===== config.mk =====
export PLATFORM = sky130hd
export DESIGN_NAME = led_activity_ctrl
export DESIGN_NICKNAME = d
export VERILOG_FILES = /design/src/rtl/led_activity_ctrl.sv
export SDC_FILE = /design/constraint.sdc
export NUM_CORES = 1
export LEC_CHECK = 0
export BUFFER_PORTS_ARGS = -buffer_cell sky130_fd_sc_hd__clkbuf_2
export CORE_MARGIN = 5
export CORE_UTILIZATION = 50
export DETAILED_ROUTE_END_ITERATION = 12
export PLACE_DENSITY = 0.7
export SLEW_MARGIN = 20
export SYNTH_ARGS = -nofsm -noshare
export SYNTH_HDL_FRONTEND = slang
export SYNTH_SLANG_ARGS = --single-unit

===== constraint.sdc =====
create_clock -name i_clk -period 5.7 [get_ports i_clk]
set_input_delay 0 -clock i_clk [delete_from_list [all_inputs] [get_ports i_clk]]
set_output_delay 0 -clock i_clk [all_outputs]
set_load 0.01 [all_outputs]

===== src/rtl/led_activity_ctrl.sv =====
// Multi-channel LED activity driver: stretches single-cycle event pulses into
// visible on-times with one-shot, retrigger, blink-with-gap and steady modes.
module led_activity_ctrl #(
    parameter int unsigned CH_NUM     = 4,
    parameter int unsigned CNT_W      = 32,
    parameter int unsigned ON_TIME    = 62_500_000,
    parameter int unsigned OFF_TIME   = 31_250_000,
    parameter bit          ACTIVE_LOW = 1'b1
) (
    input  logic              i_clk,
    input  logic              i_rst_n,
    input  logic [CH_NUM-1:0] iv_pulse,
    input  logic [CH_NUM-1:0] iv_ch_en,
    input  logic [1:0]        iv_mode,
    output logic [CH_NUM-1:0] ov_led,
    output logic [CH_NUM-1:0] ov_busy
);

    // state  | meaning
    // S_IDLE | LED unlit, waiting for an event pulse
    // S_ON   | LED lit, counting ON_TIME cycles
    // S_GAP  | BLINK only: forced-off gap, counting OFF_TIME cycles
    typedef enum logic [1:0] {
        S_IDLE = 2'd0,
        S_ON   = 2'd1,
        S_GAP  = 2'd2
    } state_t;

    localparam logic [1:0] M_ONESHOT = 2'd0;
    localparam logic [1:0] M_RETRIG  = 2'd1;
    localparam logic [1:0] M_BLINK   = 2'd2;
    localparam logic [1:0] M_STEADY  = 2'd3;

    localparam logic [CNT_W-1:0] ON_TC  = CNT_W'(ON_TIME - 1);
    localparam logic [CNT_W-1:0] OFF_TC = CNT_W'(OFF_TIME - 1);

    // Reset asserts asynchronously but is released in step with i_clk.
    logic [1:0] r_rst_sync;
    logic       w_rst_n;

    always_ff @(posedge i_clk or negedge i_rst_n) begin
        if (!i_rst_n) r_rst_sync <= 2'b00;
        else          r_rst_sync <= {r_rst_sync[0], 1'b1};
    end

    assign w_rst_n = r_rst_sync[1];

    for (genvar g = 0; g < int'(CH_NUM); g++) begin : g_ch
        state_t           r_state, w_state_nxt;
        logic [CNT_W-1:0] r_cnt, w_cnt_nxt;
        logic             r_pend, w_pend_nxt;
        logic             w_lit_nxt;
        logic             r_led, r_busy;
        logic             w_on_tc, w_off_tc;

        assign w_on_tc  = (r_cnt == ON_TC);
        assign w_off_tc = (r_cnt == OFF_TC);

        always_ff @(posedge i_clk or negedge w_rst_n) begin
            if (!w_rst_n) begin
                r_state <= S_IDLE;
                r_cnt   <= '0;
                r_pend  <= 1'b0;
                r_led   <= ACTIVE_LOW;
                r_busy  <= 1'b0;
            end else begin
                r_state <= w_state_nxt;
                r_cnt   <= w_cnt_nxt;
                r_pend  <= w_pend_nxt;
                r_led   <= w_lit_nxt ^ ACTIVE_LOW;
                r_busy  <= (w_state_nxt != S_IDLE);
            end
        end

        always_comb begin
            w_state_nxt = r_state;
            w_cnt_nxt   = r_cnt;
            w_pend_nxt  = r_pend;
            w_lit_nxt   = 1'b0;
            if (!iv_ch_en[g]) begin
                w_state_nxt = S_IDLE;
                w_cnt_nxt   = '0;
                w_pend_nxt  = 1'b0;
            end else if (iv_mode == M_STEADY) begin
                w_state_nxt = S_IDLE;
                w_cnt_nxt   = '0;
                w_pend_nxt  = 1'b0;
                w_lit_nxt   = 1'b1;
            end else begin
                case (r_state)
                    S_IDLE: begin
                        w_cnt_nxt  = '0;
                        w_pend_nxt = 1'b0;
                        if (iv_pulse[g]) begin
                            w_state_nxt = S_ON;
                            w_lit_nxt   = 1'b1;
                        end
                    end
                    S_ON: begin
                        w_lit_nxt = 1'b1;
                        w_cnt_nxt = r_cnt + 1'b1;
                        if (iv_mode == M_BLINK && iv_pulse[g]) w_pend_nxt = 1'b1;
                        // A retrigger pulse beats the terminal count on the same edge.
                        if (iv_mode == M_RETRIG && iv_pulse[g]) begin
                            w_cnt_nxt = '0;
                        end else if (w_on_tc) begin
                            w_cnt_nxt = '0;
                            w_lit_nxt = 1'b0;
                            if (iv_mode == M_BLINK) begin
                                w_state_nxt = S_GAP;
                            end else begin
                                w_state_nxt = S_IDLE;
                                w_pend_nxt  = 1'b0;
                            end
                        end
                    end
                    S_GAP: begin
                        if (iv_mode != M_BLINK) begin
                            w_state_nxt = S_IDLE;
                            w_cnt_nxt   = '0;
                            w_pend_nxt  = 1'b0;
                        end else if (w_off_tc) begin
                            w_cnt_nxt  = '0;
                            w_pend_nxt = 1'b0;
                            if (r_pend || iv_pulse[g]) begin
                                w_state_nxt = S_ON;
                                w_lit_nxt   = 1'b1;
                            end else begin
                                w_state_nxt = S_IDLE;
                            end
                        end else begin
                            w_cnt_nxt = r_cnt + 1'b1;
                            if (iv_pulse[g]) w_pend_nxt = 1'b1;
                        end
                    end
                    default: begin
                        w_state_nxt = S_IDLE;
                        w_cnt_nxt   = '0;
                        w_pend_nxt  = 1'b0;
                    end
                endcase
            end
        end

        assign ov_led[g]  = r_led;
        assign ov_busy[g] = r_busy;
    end

endmodule

# Word level (Yosys, flattened, before mapping)
# Index checks and enable logic that the tools add are counted.
# word_totals
regBits,150
inputBits,12
output_inout_bits,8
word_cells,214
# classes
add_sub_neg,4
n_eq_ne,24
n_mux,141
bitwise,4
n_reduce_logical,20
# ops
op,count
two-way mux 32 bit,24
one-hot mux 32 bit (2 select lines),4
adder 32 x 1 -> 32 bit (second input constant),4
== test 32 x 25 -> 1 bit (second input constant),4
== test 32 x 26 -> 1 bit (second input constant),4
two-way mux 1 bit,72
two-way mux 2 bit,29
!= test 6 bit (second input constant),4
one-hot mux 2 bit (3 select lines),4
== test 2 bit (second input constant),6
one-hot mux 1 bit (3 select lines),4
== test 2 x 1 -> 1 bit (second input constant),5
logical AND 1 bit,8
logical NOT 2 bit,4
one-hot mux 1 bit (2 select lines),4
nonzero test 2 bit,4
logical OR 1 bit,4
inverter 1 bit,4
!= test 2 bit (second input constant),1

# Depth between registers and ports, before layout
# Gate-level depths: netlist of the first run.
# logic_depth
word_depth,9
mapped_depth,9
ltp_nobuf,7

# Worst setup path after synthesis of the first run
# No wires, ideal clock.
# synth_path
kind,reg-to-reg
start,register g_ch[3].r_cnt[12]
end,register g_ch[3].r_cnt[23]
setup_ps,119
arrival_ps,1856
required_ps,5581
slack_ps,3725
path_stages_with_launch,8
n_path_buf,1
synth_period_minus_slack_ps,1975
cell_sequence,dfrtp_1 or4_1 nor3_2 nand3_1 and3_1 o21bai_2 buf_4 nor2_1
# synth_via
elab_chain_cells,6
elab_cells_between_ends,10
cone_classes,add/sub (1); eq/ne (2); mux (7)
# synth_rtl
item,line,source
from (decl),50,"logic [CNT_W-1:0] r_cnt, w_cnt_nxt;"
from (signal assigned),68,r_cnt <= w_cnt_nxt;
adder 32 x 1 -> 32 bit (tied with other cells),"101, 132",
"two-way mux 32 bit, on equally long branches","122, 106",
"two-way mux 32 bit, on equally long branches","118, 104",
one-hot mux 32 bit (2 select lines) (*),90,case (r_state)
two-way mux 32 bit (*),84,end else if (iv_mode == M_STEADY) begin
two-way mux 32 bit (*),80,if (!iv_ch_en[g]) begin
net g_ch[3].w_cnt_nxt[23],50,
# Mark *: on every way through the listed nets, which the timed path passes. The rest lies on a longest branch.
# A chain may end at the register's enable or synchronous reset.

# Worst setup path after layout of the first run
# layout_path
start,register g_ch[2].r_cnt[5]
end,register g_ch[2].r_cnt[6]
# layout_via
elab_chain_cells,6
elab_cells_between_ends,10
cone_classes,add/sub (1); eq/ne (2); mux (7)
# layout_rtl
item,line
from (decl),50
from (signal assigned),68
adder 32 x 1 -> 32 bit (tied with other cells),"101, 132"
"two-way mux 32 bit, on equally long branches","122, 106"
"two-way mux 32 bit, on equally long branches","118, 104"
one-hot mux 32 bit (2 select lines) (*),90
two-way mux 32 bit (*),84
two-way mux 32 bit (*),80
net g_ch[2].w_cnt_nxt[6],50
# Marked as above.

==> results of run 1 <==
==> metrics by stage <==
| stage | worst slack, ns | cells | util | cell area [sq um] | hold WS (ns) |
|---|---|---|---|---|---|
| final | 3.129 | 1143 | 0.5611 | 9239 | 0.04247 |
| after global placement | 3.261 | 1099 | 0.5188 | 8542 | -0.2118 |
| after global routing | 2.814 | 1143 | 0.5611 | 9239 | 0.05281 |
| after CTS | 3.157 | 1140 | 0.5591 | 9206 | 0.01874 |
| after floorplan | 1.218 | 894 | - | 8342 | -0.2956 |
| after detailed placement | 3.207 | 1099 | 0.5188 | 8542 | -0.2123 |
==> worst max-delay path by stage <==
stage	startpoint	endpoint	slack [ns]	depth (start not counted)
detailed placement	g_ch[2].r_cnt[5]	g_ch[2].r_cnt[20]	3.21	7
CTS	g_ch[2].r_cnt[5]	g_ch[2].r_cnt[2]	3.16	7
floorplan	r_rst_sync[1]	g_ch[0].r_busy	1.22	0
global placement	g_ch[2].r_cnt[6]	g_ch[2].r_cnt[2]	3.26	7
global route	g_ch[2].r_cnt[5]	g_ch[2].r_cnt[27]	2.81	7
finish	g_ch[2].r_cnt[5]	g_ch[2].r_cnt[6]	3.13	7
==> per-layer routing <==
metal  part of all wire  track usage
met5                  0            0
met4              0.016      0.06231
met3              0.039      0.03552
met2               0.45       0.2736
met1               0.49       0.2492
==> cells in the final DEF, fill, tap and decap left out, types with 20 or more instances in the layout <==
| master | instances |
|---|---|
| nand3_1 | 48 |
| and3_1 | 29 |
| nand4_1 | 39 |
| nor2_1 | 165 |
| inv_1 | 28 |
| nor3_1 | 25 |
| ha_1 | 20 |
| nand2_1 | 58 |
| xor2_1 | 53 |
| xnor2_1 | 67 |
| dfrtp_1 | 145 |
==> tightest hold or removal path, cell delays in order <==
cell	delay, ns
clkbuf_2	0.14
a21oi_1	0.10
a21oi_1	0.12
o21ai_0	0.09
==> sequential cells by signal, summed over array words and instances (netlist names) <==
register / cells
g_ch.r_state: 8
r_rst_sync: 2
g_ch.r_pend: 4
g_ch.r_cnt: 128
g_ch.r_led: 4
g_ch.r_busy: 4
==> power by group through the flow <==
stage	registers (uW)	clock network [uW]	logic [uW]
floorplan	1110	0	47.6
global placement	1110	0	73.4
detailed placement	1110	0	74.0
CTS	1090	1110	79.6
global route	1090	1160	99.2
finish	1080	1090	87.2
==> cells by family (layout without fill, tap and decap cells) <==
| kind of cell | Yosys count | in the layout |
|---|---|---|
| multiplexers | 4 | 4 |
| other | 1 | 3 |
| adder cells (fa/ha/maj) | 20 | 20 |
| AO/OA/AOI/OAI | 60 | 60 |
| buffers and inverters | 67 | 94 |
| XOR/XNOR | 120 | 120 |
| flip-flops | 150 | 150 |
| AND/OR/NAND/NOR | 472 | 472 |
==> layout make-up <==
class	instances	area (sq um)	area share
diodes	2	5.005	0.0005417
clock buffers	17	425.4	0.04605
clock inverters	15	148.9	0.01612
inverters	28	105.1	0.01138
multi-input cells	677	4267	0.4618
flip-flops and latches	150	3762	0.4072
well taps	220	275.3	0.02979
repair buffers	34	250.2	0.02709
==> key figures, run 1 <==
Run status
  • Status: finished, final reports clean

Min path
  • Worst Hold Launch: iv_pulse[0]
  • Hold Path Cell Cnt: 4
  • Worst Hold Class: input port to flop
  • Worst Hold Path EP: g_ch[0].r_led

Drt
  • Drt wl/cell: 14.56 microns
  • DRC: 0
  • Vias per cell: roughly 5.5
  • Routed WL: 16.65 mm
  • Initial DRC count: 470
  • Vias post-DR: between 6,000 and 7,000
  • Routed Antenna Nets: 0
  • DRT Pass-1 Iters: 5

Floorplanning
  • Die Span X: 139.2 microns
  • Chip Height: about 140 microns
  • Initial Utilization: 0.5066
  • Row cnt: 47
  • Top Ports: 20
  • Die area: around 19,000 sq um
  • Core area: between 15,000 and 20,000 sq um

CTS
  • Post-CTS sizing: 0
  • CTS root buf: clkbuf_16
  • CTS sink cnt: 150
  • Hold buffer count at CTS: 9
  • Clock Pin Slew Worst Setup and Hold Paths: around 0.060 ns
  • Clk_lat worst skew: roughly 0.43 ns
  • Setup bufs post-CTS: 0
  • CTS tree: done
  • Total CTS buffers: 17
  • Clock Tree Buf Depth: 2
  • # H-tree levels: 4

Yosys
  • Seq/Total Area, Yosys: 0.4506
  • Yosys reg bits: 150
  • Simple-gate share of the synthesized area: 0.3004
  • Mapped Area: between 8000 and 9000 sq um
  • Top cells by count, synth: nor2_1, dfrtp_1, xnor2_1
  • Post-Syn Instances: roughly 900
  • Cell taking the most area after synthesis: dfrtp_1
  • Main synth FF type: dfrtp_1
  • Net Count, Synth: approximately 930
  • Asr flop ratio synth: 1.000
  • Synth Area in Adders: 0.03000
  • Yosys cell types: 62
  • Most numerous cell in the Yosys netlist: nor2_1
  • Multiplexer area fraction after synthesis: 0.004800
  • Synth Area in Compound Gates: 0.04980
  • Syn avg cell area: approximately 9.3 sq um
  • Largest family of logic cells by synthesized area: simple AND/OR/NAND/NOR gates
  • Post-synth EDFFs: 0
  • XOR/XNOR Fraction of Synth Area: 0.1260
  • Top-area cell type share of the netlist area: 0.4380
  • Synth top area cells: dfrtp_1, nor2_1, xnor2_1
  • Yosys warns: 0

Global routing
  • Vias in the first global route: 5,998
  • Largest net degree at the start of global routing: 81
  • Remaining Overflow, GRT: 0
  • Antenna violations before repair: 2
  • Wire length of the first global-routing pass: 28.68 mm
  • GRT Total Usage: 0.1769

Timing
  • Final hold violations: 0
  • # setup viols final: 0
  • RSZ-0062 raised after global routing: no
  • Slew @ Worst Pin: a little under 1 ns
  • Max Fclk: 0.3889 GHz
  • Tcrit/Tclk final: 0.4511
  • Period minus WS final: ~2.6 ns
  • Final Max Tran Viols: 0
  • Worst Skew: ~0.0065 ns
  • Slew Limit Headroom: 0.3370
  • Setup_tns: 0 ns

Final layout
  • Fill cells: ~1,400
  • Area Growth Syn to Fin: 10.75%
  • Share of layout cells above drive strength 1: 0.08578
  • Final net count: 940

Placement
  • I/O Buffers: 19
  • GPL Wtd Cong: between 0.8 and 0.9
  • Post-DP HPWL: about 11 mm

Power
  • Leakage: about 0.0036 uW
  • Net Switching: ~540 uW
  • Switching share of total power: 0.2409
  • Post-layout total power: ~2300 uW
  • Worst vdd ir: about 0.19 mV
  • Clock power frac: 0.482
  • Pwr dens: 244.5 nW/um^2
  • Flop pwr share: 0.480
  • Internal power: between 1500 and 2000 uW
  • Combinational share of power: 0.039

Setup path
  • Crit-path most repeated cell: nor2_1
  • CP endpoint kind: flop
  • Reg-to-Reg Start: g_ch[2].r_cnt[5]
  • Reg2Reg Capture Point: g_ch[2].r_cnt[6]
  • CP delay by family, top: simple AND/OR/NAND/NOR gates
  • Crit-path cells: nor4b_1 > and4_1 > and3_1 > nor2_1 > o2111ai_2 > buf_4 > nor2_1
  • R2R cell count: 7
  • Max incr delay on CP: ~0.48 ns
  • CP max stage cell: o2111ai_2
  • Critical setup path kind: flop to flop
  • Worst Path Required: about 6 ns
  • Type of origin of the critical path: flop
  • CP Data Arrival Time: roughly 2.9 ns
  • CP max FO: 22
  • Sum of buffers and inverters on the critical path: 1
  • Register-to-register setup slack: approximately 3.1 ns

Run
  • Max cap viols: 0
(Power assumes the default switching activity.)
==> run 2, diff against run 1 <==
Clock period 5.7 ns to 2.6 ns, I/O delays scaled along.
==> key figures, run 2 (same netlist as run 1, synthesis figures left out) <==
Power
  • Combinational share of power: 0.038 (about the same)
  • Leakage: 0.003640 uW (+1.4%)
  • Worst vdd ir: 0.4692 mV (+150%)
  • Internal power: 3859 uW (+130%)
  • Net Switching: 1078 uW (+98%)
  • Pwr dens: 531.4 nW/um^2 (+120%)
  • Switching share of total power: 0.2183 (-0.02259)
  • Clock power frac: 0.480 (-0.002)
  • Flop pwr share: 0.482 (+0.002)

Timing
  • Worst Skew: 0.009941 ns (+0.003456 ns)
  • Final hold violations: 0 (unchanged)
  • Slew Limit Headroom: 0.5877 (+0.2507)
  • Max Fclk: 0.4369 GHz (+12%)
  • Slew @ Worst Pin: 0.6129 ns (-0.3817 ns)
  • # setup viols final: 0 (unchanged)
  • Period minus WS final: 2.289 ns (-0.2825 ns)
  • Setup_tns: 0 ns (unchanged)
  • Tcrit/Tclk final: 0.8802 (+0.4292)
  • Final Max Tran Viols: 0 (unchanged)
  • RSZ-0062 raised after global routing: no

Final layout
  • Most frequent cells in the layout: nor2_1, dfrtp_1, xnor2_1
  • Area Growth Syn to Fin: 11.38%
  • Top reg by flops: g_ch.r_cnt
  • Share of layout cells above drive strength 1: 0.08874 (+0.002968)
  • Max reg flops: 128 (unchanged)
  • Largest regs: g_ch.r_cnt (128), g_ch.r_state (8)
  • Final net count: 944 (+0.43%)
  • Most common cell after layout, fill and taps aside: nor2_1
  • Final Core Density: 0.5643 (+0.003192)

Drt
  • Vias post-DR: 6,363 (+0.81%)
  • DRC: 0 (unchanged)
  • Drt wl/cell: 14.88 microns (+2.2%)
  • Initial DRC count: 411 (-13%)
  • DRT Pass-1 Iters: 5 (unchanged)
  • Vias per cell: 5.552 (+0.54%)
  • Routed Antenna Nets: 0 (unchanged)
  • Routed WL: 17.05 mm (+2.4%)

Min path
  • Worst Hold Launch: iv_pulse[1]
  • Worst Hold Class: input port to flop
  • Hold Path Cell Cnt: 4 (unchanged)
  • Worst Hold Path EP: g_ch[1].r_pend

Run
  • Max cap viols: 0 (unchanged)

CTS
  • Clock Tree Buf Depth: 2 (unchanged)
  • CTS root buf: clkbuf_16
  • Clk_lat worst skew: 0.42 ns (about the same)
  • CTS sink cnt: 150 (unchanged)
  • Clock Pin Slew Worst Setup and Hold Paths: 0.06 ns (about the same)
  • CTS tree: done
  • Total CTS buffers: 17 (unchanged)
  • # H-tree levels: 4 (unchanged)

Global routing
  • GR Layer Usage met2: 0.2802 (+0.006648)
  • Wire length of the first global-routing pass: 30.13 mm (+5.0%)
  • GR peak layer: met2
  • Remaining Overflow, GRT: 0 (unchanged)
  • Largest net degree at the start of global routing: 73 (-9.9%)
  • Met3 Usage GRT: 0.04793 (+0.01241)
  • GR Layer Usage met1: 0.2616 (+0.01241)
  • GRT Total Usage: 0.1860 (+0.009128)
  • Antenna violations before repair: 2 (unchanged)
  • Vias in the first global route: 6,283 (+4.8%)

Setup path
  • Critical setup path kind: flop to flop
  • Worst Path Required: 2.94 ns (-3.07 ns)
  • Max incr delay on CP: 0.63 ns (+0.15 ns)
  • Crit-path most repeated cell: a21oi_1
  • CP Data Arrival Time: 2.63 ns (-0.25 ns)
  • R2R cell count: 7 (unchanged)
  • CP max FO: 5 (-77%)
  • Reg-to-Reg Start: g_ch[0].r_cnt[0]
  • Sum of buffers and inverters on the critical path: 0 (-1)
  • Crit-path cells: ha_1 > and3_1 > nand4_1 > nor4_1 > mux2i_1 > a21oi_1 > a21oi_1
  • Stages on worst setup path: 7 (unchanged)
  • Type of origin of the critical path: flop
  • Reg2Reg Capture Point: g_ch[0].r_busy
  • CP max stage cell: nor4_1
  • CP delay by family, top: simple AND/OR/NAND/NOR gates
  • CP endpoint kind: flop
  • Register-to-register setup slack: 0.31 ns (-2.82 ns)

Floorplanning
  • Chip Height: 139.2 microns (unchanged)
  • Row cnt: 47 (unchanged)
  • Initial Utilization: 0.5066 (unchanged)
  • Top Ports: 20 (unchanged)
  • Die area: 19,370 sq um (unchanged)
  • Die Span X: 139.2 microns (unchanged)
  • Core area: 16,470 sq um (unchanged)

Placement
  • GPL Wtd Cong: 0.8504 (-4.6%)
  • I/O Buffers: 19 (unchanged)
  • Post-DP HPWL: 11.66 mm (+3.5%)

Run status
  • Status: finished, final reports clean
## run 2: worst max-delay path by stage
stage                           startpoint  slack (ns)        endpoint
after global routing      g_ch[0].r_cnt[0]        0.15  g_ch[0].r_busy
after global placement    g_ch[0].r_cnt[5]        0.41  g_ch[0].r_busy
after floorplan              r_rst_sync[1]        0.12  g_ch[0].r_busy
after detailed placement  g_ch[0].r_cnt[0]        0.37  g_ch[0].r_busy
final                     g_ch[0].r_cnt[0]        0.31  g_ch[0].r_busy
after CTS                 g_ch[0].r_cnt[0]        0.35  g_ch[0].r_busy
## run 2: tightest hold or removal path, cell delays in order
cell	delay (ns)
clkbuf_2	0.13
nand4_1	0.09
a21oi_1	0.04
a21o_1	0.14
## run 2: layout make-up
cell class / count / area (sq um)
inverter: 28 / 105.1
multi-input combinational: 677 / 4267
timing repair buffer: 38 / 305.3
fill: 1446 / 7174
sequential: 150 / 3762
clock inverter: 7 / 70.07
clock buffer: 24 / 501.7
tap: 220 / 275.3
antenna: 2 / 5.005
## run 2: what timing repair did
item	CTS	global route
setup endpoints to repair	0	0
hold buffers	7	0
resized for setup	0	0
setup buffers	0	0
endpoints found under the hold margin	19	0
## run 2: layer usage
metal  wire length [microns]  vias to the layer above
met3                     699                       24
met2                    7768                      138
met4                     310                        0
li1                        -                     3150
met1                    8272                     3051
met5                       0                        -
## run 2: power by group through the flow
stage / Clock, uW / Sequential, uW / Combinational (uW)
after global routing: 2540 / 2380 / 214
after CTS: 2430 / 2380 / 191
after floorplan: 0 / 2440 / 104
after detailed placement: 0 / 2420 / 181
after global placement: 0 / 2420 / 179
final: 2370 / 2380 / 188
## run 2: metrics by stage
stage               setup slack, ns  hold WS [ns]  std cells  area, sq um  total power, uW
floorplan                    0.1165       -0.2956        894         8343             2542
global placement             0.4101       -0.2121       1106         8645             2602
detailed placement           0.3733       -0.2116       1106         8645             2604
CTS                          0.3537      0.001413       1144         9286             5004
global route                 0.1467       0.03945       1146         9291             5134
finish                       0.3114       0.02007       1146         9291             4937
==> run 3, diff against run 2 <==
Settings changed: CELL_PAD_IN_SITES_DETAIL_PLACEMENT set to 0, CELL_PAD_IN_SITES_GLOBAL_PLACEMENT set to 2, CORE_UTILIZATION 50 to 41, PLACE_DENSITY 0.7 to 0.85, SLEW_MARGIN 20 to 10.
==> key figures, run 3 (same netlist as run 1, synthesis figures left out) <==
Placement
  • I/O Buffers: 19 (unchanged)
  • Post-DP HPWL: 12.74 mm (+9.2%)
  • GPL Wtd Cong: 0.8201 (-3.6%)

Drt
  • Initial DRC count: 285 (-31%)
  • DRC: 0 (unchanged)
  • Drt wl/cell: 15.47 microns (+4.0%)
  • Routed Antenna Nets: 0 (unchanged)
  • Routed WL: 18.56 mm (+8.9%)
  • Vias per cell: 5.214 (-6.1%)
  • DRT Pass-1 Iters: 5 (unchanged)
  • Vias post-DR: 6,257 (-1.7%)

Global routing
  • GRT Total Usage: 0.1648 (-0.02127)
  • Remaining Overflow, GRT: 0 (unchanged)
  • Wire length of the first global-routing pass: 32.32 mm (+7.3%)
  • Antenna violations before repair: 0 (-2)
  • Largest net degree at the start of global routing: 58 (-21%)
  • Vias in the first global route: 6,451 (+2.7%)

Setup path
  • Max incr delay on CP: 0.56 ns (-0.07 ns)
  • Worst Path Required: 2.90 ns (-0.04 ns)
  • Reg-to-Reg Start: g_ch[0].r_cnt[5]
  • Crit-path cells: nor4b_1 > nand4_1 > o41ai_1 > o211ai_1 > a21boi_1 > a21oi_1
  • Type of origin of the critical path: flop
  • Crit path launch: g_ch[0].r_cnt[5]
  • CP max stage cell: o41ai_1
  • Critical setup path kind: flop to flop
  • CP endpoint kind: flop
  • CP Data Arrival Time: 2.66 ns (+0.03 ns)
  • CP max FO: 7 (+2)

CTS
  • Post-CTS sizing: 0 (unchanged)
  • Total CTS buffers: 17 (unchanged)
  • Setup bufs post-CTS: 0 (unchanged)
  • Clk_lat worst skew: 0.42 ns (about the same)
  • Clock Pin Slew Worst Setup and Hold Paths: 0.06 ns (about the same)
  • Hold buffer count at CTS: 7 (unchanged)
  • CTS root buf: clkbuf_16
  • Clock Tree Buf Depth: 2 (unchanged)
  • CTS sink cnt: 150 (unchanged)
  • # H-tree levels: 4 (unchanged)
  • CTS tree: done

Floorplanning
  • Die Span X: 152.6 microns (+9.7%)
  • Die area: 23,300 sq um (+20%)
  • Row cnt: 52 (+11%)
  • Chip Height: 152.6 microns (+9.7%)
  • Top Ports: 20 (unchanged)
  • Initial Utilization: 0.4149 (-0.09169)
  • Core area: 20,100 sq um (+22%)

Timing
  • # setup viols final: 0 (unchanged)
  • Max Fclk: 0.4224 GHz (-3.3%)
  • Final Max Tran Viols: 0 (unchanged)
  • Final hold violations: 0 (unchanged)
  • Slew @ Worst Pin: 0.6952 ns (+0.08238 ns)
  • Worst Skew: 0.007236 ns (-0.002705 ns)
  • Hold Slack: 0.03964 ns (+0.01957 ns)
  • Setup_tns: 0 ns (unchanged)
  • Slew Limit Headroom: 0.5365 (-0.05115)
  • Tcrit/Tclk final: 0.9106 (+0.03032)
  • Period minus WS final: 2.367 ns (+0.07884 ns)
  • RSZ-0062 raised after global routing: no

Power
  • Worst vdd ir: 0.3876 mV (-17%)
  • Pwr dens: 536.1 nW/um^2 (+0.89%)
  • Leakage: 0.003672 uW (+0.88%)
  • Post-layout total power: 5056 uW (+2.4%)

Final layout
  • Share of layout cells above drive strength 1: 0.09570 (+0.006954)
  • Final Core Density: 0.4691 (-0.09522)
  • Largest regs: g_ch.r_cnt (128), g_ch.r_state (8)
  • Most common cell after layout, fill and taps aside: nor2_1
  • # diodes: 0 (-2)
  • Fill cells: 1,990 (+38%)
  • Top reg by flops: g_ch.r_cnt
  • Area Growth Syn to Fin: 13.05%
  • Max reg flops: 128 (unchanged)
  • Most frequent cells in the layout: nor2_1, dfrtp_1, xnor2_1
  • Final net count: 949 (+0.53%)

Min path
  • Worst Hold Launch: iv_pulse[1]
  • Worst Hold Class: input port to flop

Run status
  • Status: finished, final reports clean

Run
  • Max cap viols: 0 (unchanged)
## run 3: changes by cell type in the layout (fill, tap and decap cells not counted), sizes merged
cell / before / now
clkinvlp: 1 / 4
inv: 28 / 31
clkinv: 5 / 4
diode: 2 / 0
bufinv: 1 / 2
buf: 12 / 17
clkbuf: 43 / 38
## run 3: final cells by class
cell class,count,area (sq um),area share
multi-input cells,677,4267,0.4524
clock inverters,13,147.6,0.01566
inverters,28,105.1,0.01115
well taps,270,337.8,0.03582
clock buffers,19,442.9,0.04697
repair buffers,43,367.9,0.03901
flip-flops and latches,150,3762,0.3990
## run 3: per-stage QoR
stage,std cells,cell area (sq um),worst slack (ns)
floorplan,894,8343,0.1165
global placement,1161,8770,0.2626
detailed placement,1161,8770,0.2128
CTS,1200,9430,0.2129
global route,1200,9430,0.01665
finish,1200,9430,0.2325
## run 3: power by group
group / internal (uW) / switching (uW) / total (uW) / leakage (uW)
logic: 69.1 / 122 / 191 / 0.00132
clock network: 1450 / 1030 / 2480 / 0.000277
registers: 2350 / 27.4 / 2380 / 0.00207
## run 3: per-layer routing
layer | vias up | GRT usage | routed length (microns)
met1 | 3035 | 0.2356 | 9373
li1 | 3146 | - | -
met2 | 62 | 0.2558 | 8581
met4 | 0 | 0.04200 | 182
met3 | 14 | 0.03550 | 424
met5 | - | 0 | 0
## run 3: final timing paths
path                       cells after the start           endpoint  slack [ns]
max                                            6     g_ch[0].r_busy        0.23
max in group asynchronous                      1      g_ch[3].r_led        1.44
min reg2reg                                    0      r_rst_sync[1]        0.36
max reg2reg                                    6     g_ch[0].r_busy        0.23
min in group asynchronous                      0  g_ch[2].r_cnt[26]        0.37
min                                            4     g_ch[1].r_pend        0.04
## run 3: critical path: cells and delay by family, from the launching register on
kind | cells | cell delay, ns
AOI/OAI and AO/OA | 4 | 1.05
DFF | 1 | 0.47
and+or+nand+nor | 2 | 0.73
